===== src/rtl/prog_loader.sv =====
// -----------------------------------------------------------------------------
// prog_loader
// Receives a framed program image byte-by-byte from a serial receiver and
// writes it into the CPU's program memory, then pulses the CPU reset.
//
// Frame: SYNC, ADDR_H, ADDR_L, CNT_H, CNT_L, CNT x {hi, lo}, CSUM
// The 8-bit sum of every byte after SYNC (CSUM included) must be zero.
//
// Ports
//   clk       in   system clock (also the CPU's pclk)
//   rst       in   synchronous active-high reset
//   rx_data   in   [7:0] received byte
//   rx_valid  in   one-cycle strobe qualifying rx_data
//   pgm       out  program-mode request to the CPU
//   pgm_addr  out  [15:0] program write address
//   pgm_data  out  [15:0] program write word
//   pg_wr     out  one-cycle program-memory write strobe
//   cpu_rst   out  CPU reset pulse after a good frame
//   busy      out  high while a frame is in progress (state != IDLE)
//   done      out  sticky: last frame loaded successfully
//   err       out  [1:0] sticky error: 00 none, 01 checksum, 10 timeout
// -----------------------------------------------------------------------------
module prog_loader #(
  parameter logic [7:0] SYNC_BYTE      = 8'hA5,
  parameter int          TIMEOUT_CYCLES = 1000000,
  parameter int          CPU_RST_CYCLES = 4
) (
  input  logic        clk,
  input  logic        rst,
  input  logic [7:0]  rx_data,
  input  logic        rx_valid,
  output logic        pgm,
  output logic [15:0] pgm_addr,
  output logic [15:0] pgm_data,
  output logic        pg_wr,
  output logic        cpu_rst,
  output logic        busy,
  output logic        done,
  output logic [1:0]  err
);

  typedef enum logic [3:0] {
    IDLE, ADDR_H, ADDR_L, CNT_H, CNT_L, DATA_H, DATA_L, CSUM, FINISH
  } state_t;

  state_t      state_reg, state_next;
  logic [15:0] addr_reg, addr_next;          // current write address
  logic [15:0] cnt_reg, cnt_next;            // remaining word count
  logic [7:0]  hi_reg, hi_next;              // latched hi byte of a word
  logic [7:0]  sum_reg, sum_next;            // running checksum
  logic [23:0] tcnt_reg, tcnt_next;          // inter-byte timeout counter
  logic [3:0]  rcnt_reg, rcnt_next;          // cpu_rst cycles still to go
  logic        pgm_reg, pgm_next;
  logic [15:0] pgm_addr_reg, pgm_addr_next;
  logic [15:0] pgm_data_reg, pgm_data_next;
  logic        pg_wr_reg, pg_wr_next;
  logic        cpu_rst_reg, cpu_rst_next;
  logic        done_reg, done_next;
  logic [1:0]  err_reg, err_next;

  logic        in_frame;
  logic [7:0]  sum_with_rx;
  logic [15:0] cnt_full;

  // Timed states: everything between SYNC and the checksum byte.
  assign in_frame    = (state_reg != IDLE) && (state_reg != FINISH);
  assign sum_with_rx = sum_reg + rx_data;
  assign cnt_full    = {cnt_reg[15:8], rx_data};

  always_ff @(posedge clk) begin
    if (rst) begin
      state_reg    <= IDLE;
      addr_reg     <= '0;
      cnt_reg      <= '0;
      hi_reg       <= '0;
      sum_reg      <= '0;
      tcnt_reg     <= '0;
      rcnt_reg     <= '0;
      pgm_reg      <= 1'b0;
      pgm_addr_reg <= '0;
      pgm_data_reg <= '0;
      pg_wr_reg    <= 1'b0;
      cpu_rst_reg  <= 1'b0;
      done_reg     <= 1'b0;
      err_reg      <= 2'b00;
    end else begin
      state_reg    <= state_next;
      addr_reg     <= addr_next;
      cnt_reg      <= cnt_next;
      hi_reg       <= hi_next;
      sum_reg      <= sum_next;
      tcnt_reg     <= tcnt_next;
      rcnt_reg     <= rcnt_next;
      pgm_reg      <= pgm_next;
      pgm_addr_reg <= pgm_addr_next;
      pgm_data_reg <= pgm_data_next;
      pg_wr_reg    <= pg_wr_next;
      cpu_rst_reg  <= cpu_rst_next;
      done_reg     <= done_next;
      err_reg      <= err_next;
    end
  end

  always_comb begin
    state_next    = state_reg;
    addr_next     = addr_reg;
    cnt_next      = cnt_reg;
    hi_next       = hi_reg;
    sum_next      = sum_reg;
    tcnt_next     = '0;
    rcnt_next     = rcnt_reg;
    pgm_next      = pgm_reg;
    pgm_addr_next = pgm_addr_reg;
    pgm_data_next = pgm_data_reg;
    pg_wr_next    = 1'b0;
    cpu_rst_next  = cpu_rst_reg;
    done_next     = done_reg;
    err_next      = err_reg;

    if (in_frame) begin
      tcnt_next = rx_valid ? 24'd0 : tcnt_reg + 24'd1;
      if (rx_valid) sum_next = sum_with_rx;
    end

    case (state_reg)
      IDLE: begin
        if (rx_valid && rx_data == SYNC_BYTE) begin
          state_next = ADDR_H;
          pgm_next   = 1'b1;
          done_next  = 1'b0;
          err_next   = 2'b00;
          sum_next   = 8'h00;
        end
      end
      ADDR_H: if (rx_valid) begin
        addr_next  = {rx_data, addr_reg[7:0]};
        state_next = ADDR_L;
      end
      ADDR_L: if (rx_valid) begin
        addr_next  = {addr_reg[15:8], rx_data};
        state_next = CNT_H;
      end
      CNT_H: if (rx_valid) begin
        cnt_next   = {rx_data, cnt_reg[7:0]};
        state_next = CNT_L;
      end
      CNT_L: if (rx_valid) begin
        cnt_next   = cnt_full;
        // An empty image skips straight to the checksum byte.
        state_next = (cnt_full == 16'd0) ? CSUM : DATA_H;
      end
      DATA_H: if (rx_valid) begin
        hi_next    = rx_data;
        state_next = DATA_L;
      end
      DATA_L: if (rx_valid) begin
        pgm_addr_next = addr_reg;
        pgm_data_next = {hi_reg, rx_data};
        pg_wr_next    = 1'b1;
        addr_next     = addr_reg + 16'd1;
        cnt_next      = cnt_reg - 16'd1;
        state_next    = (cnt_reg == 16'd1) ? CSUM : DATA_H;
      end
      CSUM: if (rx_valid) begin
        pgm_next = 1'b0;
        if (sum_with_rx == 8'h00) begin
          state_next   = FINISH;
          done_next    = 1'b1;
          cpu_rst_next = 1'b1;
          rcnt_next    = 4'(CPU_RST_CYCLES - 1);
        end else begin
          state_next = IDLE;
          err_next   = 2'b01;
        end
      end
      FINISH: begin
        // Incoming bytes are dropped here; only the reset pulse is timed.
        if (rcnt_reg == 4'd0) begin
          cpu_rst_next = 1'b0;
          state_next   = IDLE;
        end else begin
          rcnt_next = rcnt_reg - 4'd1;
        end
      end
      default: state_next = IDLE;
    endcase

    // Silence on the line for too long abandons the frame; earlier writes stand.
    if (in_frame && !rx_valid && tcnt_reg == 24'(TIMEOUT_CYCLES - 1)) begin
      state_next = IDLE;
      pgm_next   = 1'b0;
      err_next   = 2'b10;
    end
  end

  assign pgm      = pgm_reg;
  assign pgm_addr = pgm_addr_reg;
  assign pgm_data = pgm_data_reg;
  assign pg_wr    = pg_wr_reg;
  assign cpu_rst  = cpu_rst_reg;
  assign busy     = (state_reg != IDLE);
  assign done     = done_reg;
  assign err      = err_reg;

endmodule


===== config.mk =====
export PLATFORM = sky130hd
export DESIGN_NAME = prog_loader
export DESIGN_NICKNAME = d
export VERILOG_FILES = /design/src/rtl/prog_loader.sv
export SDC_FILE = /design/constraint.sdc
export NUM_CORES = 1
export LEC_CHECK = 0
export ABC_AREA = 1
export CORE_UTILIZATION = 45
export DETAILED_ROUTE_END_ITERATION = 8
export MAX_ROUTING_LAYER = met4
export SLEW_MARGIN = 0
export SYNTH_ARGS = -nofsm -noshare
export SYNTH_HDL_FRONTEND = slang
export SYNTH_SLANG_ARGS = --single-unit

===== constraint.sdc =====
create_clock -name clk -period 2.97 [get_ports clk]
set_clock_uncertainty 0.15 [all_clocks]
set_input_delay 0.594 -clock clk [delete_from_list [all_inputs] [get_ports clk]]
set_output_delay 0.594 -clock clk [all_outputs]
set_load 0.02 [all_outputs]

==> out/metrics.yaml <==
outcome:
  status: "finished, final reports clean"
setup_path:
  r2r_setup_slack_ps: 480
  cp_slowest_cell: "clkdlybuf4s50_1"
  cp.depth: 5
  cp-end-kind: "primary output"
  rr_startpoint: "sum_reg[0]$_SDFF_PP0_"
  critPathCapture: "busy"
  r2r-end: "err[1]$_SDFFE_PP0P_"
  critPathMostFrequentCell: "inv_1"
  path_delay_family: "buffers and inverters"
  start_kind: "register"
  path_cells: "nor3_4 -> inv_1 -> nor2_1 -> inv_1 -> clkdlybuf4s50_1"
  r2r_cells: 12
  cp_data_arrival_time_ps: 2060
  startpoint: "state_reg[0]$_SDFFE_PP0P_"
  worstSetupPathType: "register to primary output"
  max_stage_delay_ps: 630
  cp_max_fo: 9
  crit_required_ps: 2230
  critPathBufInv: 3
grt:
  grt.met2_usage_pct: 39.1
  top_usage_layer: "met2"
  grt_start_max_net_pins: 34
  antenna_found_initial: 0
  grt_pass1_vias: 5802
  met3_usage_pct: 5.56
  use_met1_pct: 32.6
  grt_pass1_wl_um: 27900
  grt.total_usage_pct: 25.3
  grt.overflow.total: 0
timing:
  setup_violations: 0
  slew_headroom_pct: 63.9
  tightest_slew_ps: 541
  min_period_ps: 2800
  finalMaxSlewViolations: 0
  fin_crit_sh_pct: 94.4
  whs_ps: 303
  max_freq_mhz: 357
  totalNegativeSetupSlack_ps: 0
  hold_viol: 0
finish:
  fin_nets: 1007
  layout_common_cells: "nand2_1 (194), dfxtp_1 (118), nor2_1 (110)"
  fill_cells: 1347
  diodes: 0
  final_cell_count_no_fill: 1171
  area_growth_pct: 20.0
  final_common_cell: "nand2_1"
  area.sequential_um2: 2360
  largest_reg_flops: 24
  drive_above_1_share_pct: 9.15
  multiInputGateArea_um2: 3340
power_and_ir_drop:
  pwr-share-seq_pct: 41.3
  clock_power_share_pct: 44.2
  total_switching_power_mw: 1.16
  p_int_mw: 2.97
  p_sw_share_pct: 28.1
  p_comb_share_pct: 14.5
  p_total_mw: 4.13
  power_density_nw_per_um2: 552
  leakage_nw: 2.92
  ir_worst_vdd_v: 0.000384
routing:
  vias: 6250
  post_drt_wl_per_cell_um: 14.4
  drc: 0
  viasPerCell: 5.34
  drt_iter0_drc: 462
  ant_nets: 0
  firstDrtPassIters: 7
  drt-total-wl_um: 16900
clock_tree:
  cts.sinks: 118
  cts_tree: "built"
  path_clk_slew_ps: 60
  h-tree-depth: 4
  holdBufCountCts: 0
  postCtsSetupBuffers: 0
  cts_buffers: 17
  cts_resized: 0
  root_buffer: "clkbuf_16"
  clkLatencyLatePin_ps: 420
  clockBufferDepth: 2
synthesis:
  synth_top_area_cell: "dfxtp_1"
  avgSynthCellArea_um2: 6.74
  yosysWarnings: 0
  synth.distinct_cells: 47
  yosysTopAreaCellShare_pct: 37.9
  ys_ff_latch: 118
  synth_nets: 951
  synth-seq-area-share_pct: 37.9
  post_synth_main_area_contributors: "dfxtp_1 (38%), nand2_1 (12%), a21oi_1 (7.6%)"
  syn_inst: 926
  synth_area_um2: 6240
floorplan:
  start_util_pct: 46.6
  num_io_pins: 50
  core_um2: 13400
  rows: 42
  die_height_um: 120
  dieWidth_um: 120
  die_area_um2: 14300
place:
  dp_hpwl_um: 12100
  globalplace.congestion: 0.885
  dp_cells: 1139
  port-buffer-count: 49
flow_run:
  drv_cap: 0
worst_hold_path:
  hold_path.class: "register to register"
==> worst min path at each step <==
stage	start	slack, ps	endpoint	cells after the start
after floorplan	tcnt_reg[0]$_SDFF_PP0_	270	tcnt_reg[0]$_SDFF_PP0_	1
after global placement	tcnt_reg[0]$_SDFF_PP0_	280	tcnt_reg[0]$_SDFF_PP0_	1
after detailed placement	tcnt_reg[0]$_SDFF_PP0_	290	tcnt_reg[0]$_SDFF_PP0_	1
after CTS	tcnt_reg[0]$_SDFF_PP0_	300	tcnt_reg[0]$_SDFF_PP0_	1
after global routing	tcnt_reg[0]$_SDFF_PP0_	320	tcnt_reg[0]$_SDFF_PP0_	1
final	tcnt_reg[0]$_SDFF_PP0_	300	tcnt_reg[0]$_SDFF_PP0_	1
==> power groups by stage <==
stage	Clock (mW)	Sequential [mW]	Combinational [mW]
after detailed placement	0	1.73	0.583
after global routing	1.94	1.71	0.673
final	1.83	1.71	0.599
after global placement	0	1.73	0.572
after CTS	1.86	1.70	0.586
after floorplan	0	1.72	0.420
==> metal layers <==
layer	up-vias	routed length, um
met5	-	0
met4	0	271
met3	24	780
met2	158	7850
met1	2891	7960
li1	3177	-
==> cells in the mapped netlist (all sizes together) <==
library cell,instances
a211oi,6
a21oi,96
a22oi,1
a31o,1
a31oi,14
and3,1
buf,14
clkbuf,19
dfxtp,118
fa,1
ha,13
inv,103
nand2,198
nand3,85
nand3b,3
nand4,15
nor2,122
nor3,18
nor3b,7
nor4,4
o211ai,1
o21a,1
o21ai,58
o21bai,3
o221a,1
o221ai,1
o22ai,3
o311ai,1
o31ai,2
o32ai,2
or2,10
xnor2,2
xor2,2
==> worst register-to-register path: stages (launching register included) <==
cell and delay (ps):
dfxtp_1 350, ha_1 210, fa_1 440, or2_2 320, nor2_2 160, nand3_1 90
nor2_1 110, nand2_1 70, nor2_2 120, nand2_1 110, nand2_1 80, nand2_1 60
a21oi_1 150
==> stage by stage <==
step / utilization [%] / worst slack [ps] / cell area, um2
6_report: 55.9 / 166 / 7490
5_1_grt: 55.9 / -3.77 / 7490
4_1_cts: 55.8 / 119 / 7480
3_5_place_dp: 51.8 / -242 / 6950
3_3_place_gp: 51.8 / -182 / 6950
2_1_floorplan: - / 448 / 6240
==> kinds of logic after synthesis <==
kind of cell	share of synthesized area, %
fa+ha+maj	2.93
compound gates	16.8
flops	37.9
buf+inv	8.78
xor+xnor	0.562
simple gates	33.0
==> layout make-up <==
type	instances	area share, %
clock buffers	23	6.38
clock inverters	9	0.702
inverters	103	5.16
multi-input cells	672	44.6
flip-flops and latches	118	31.5
well taps	176	2.94
repair buffers	70	8.65
Note: power is estimated with default switching activity, not from simulation.
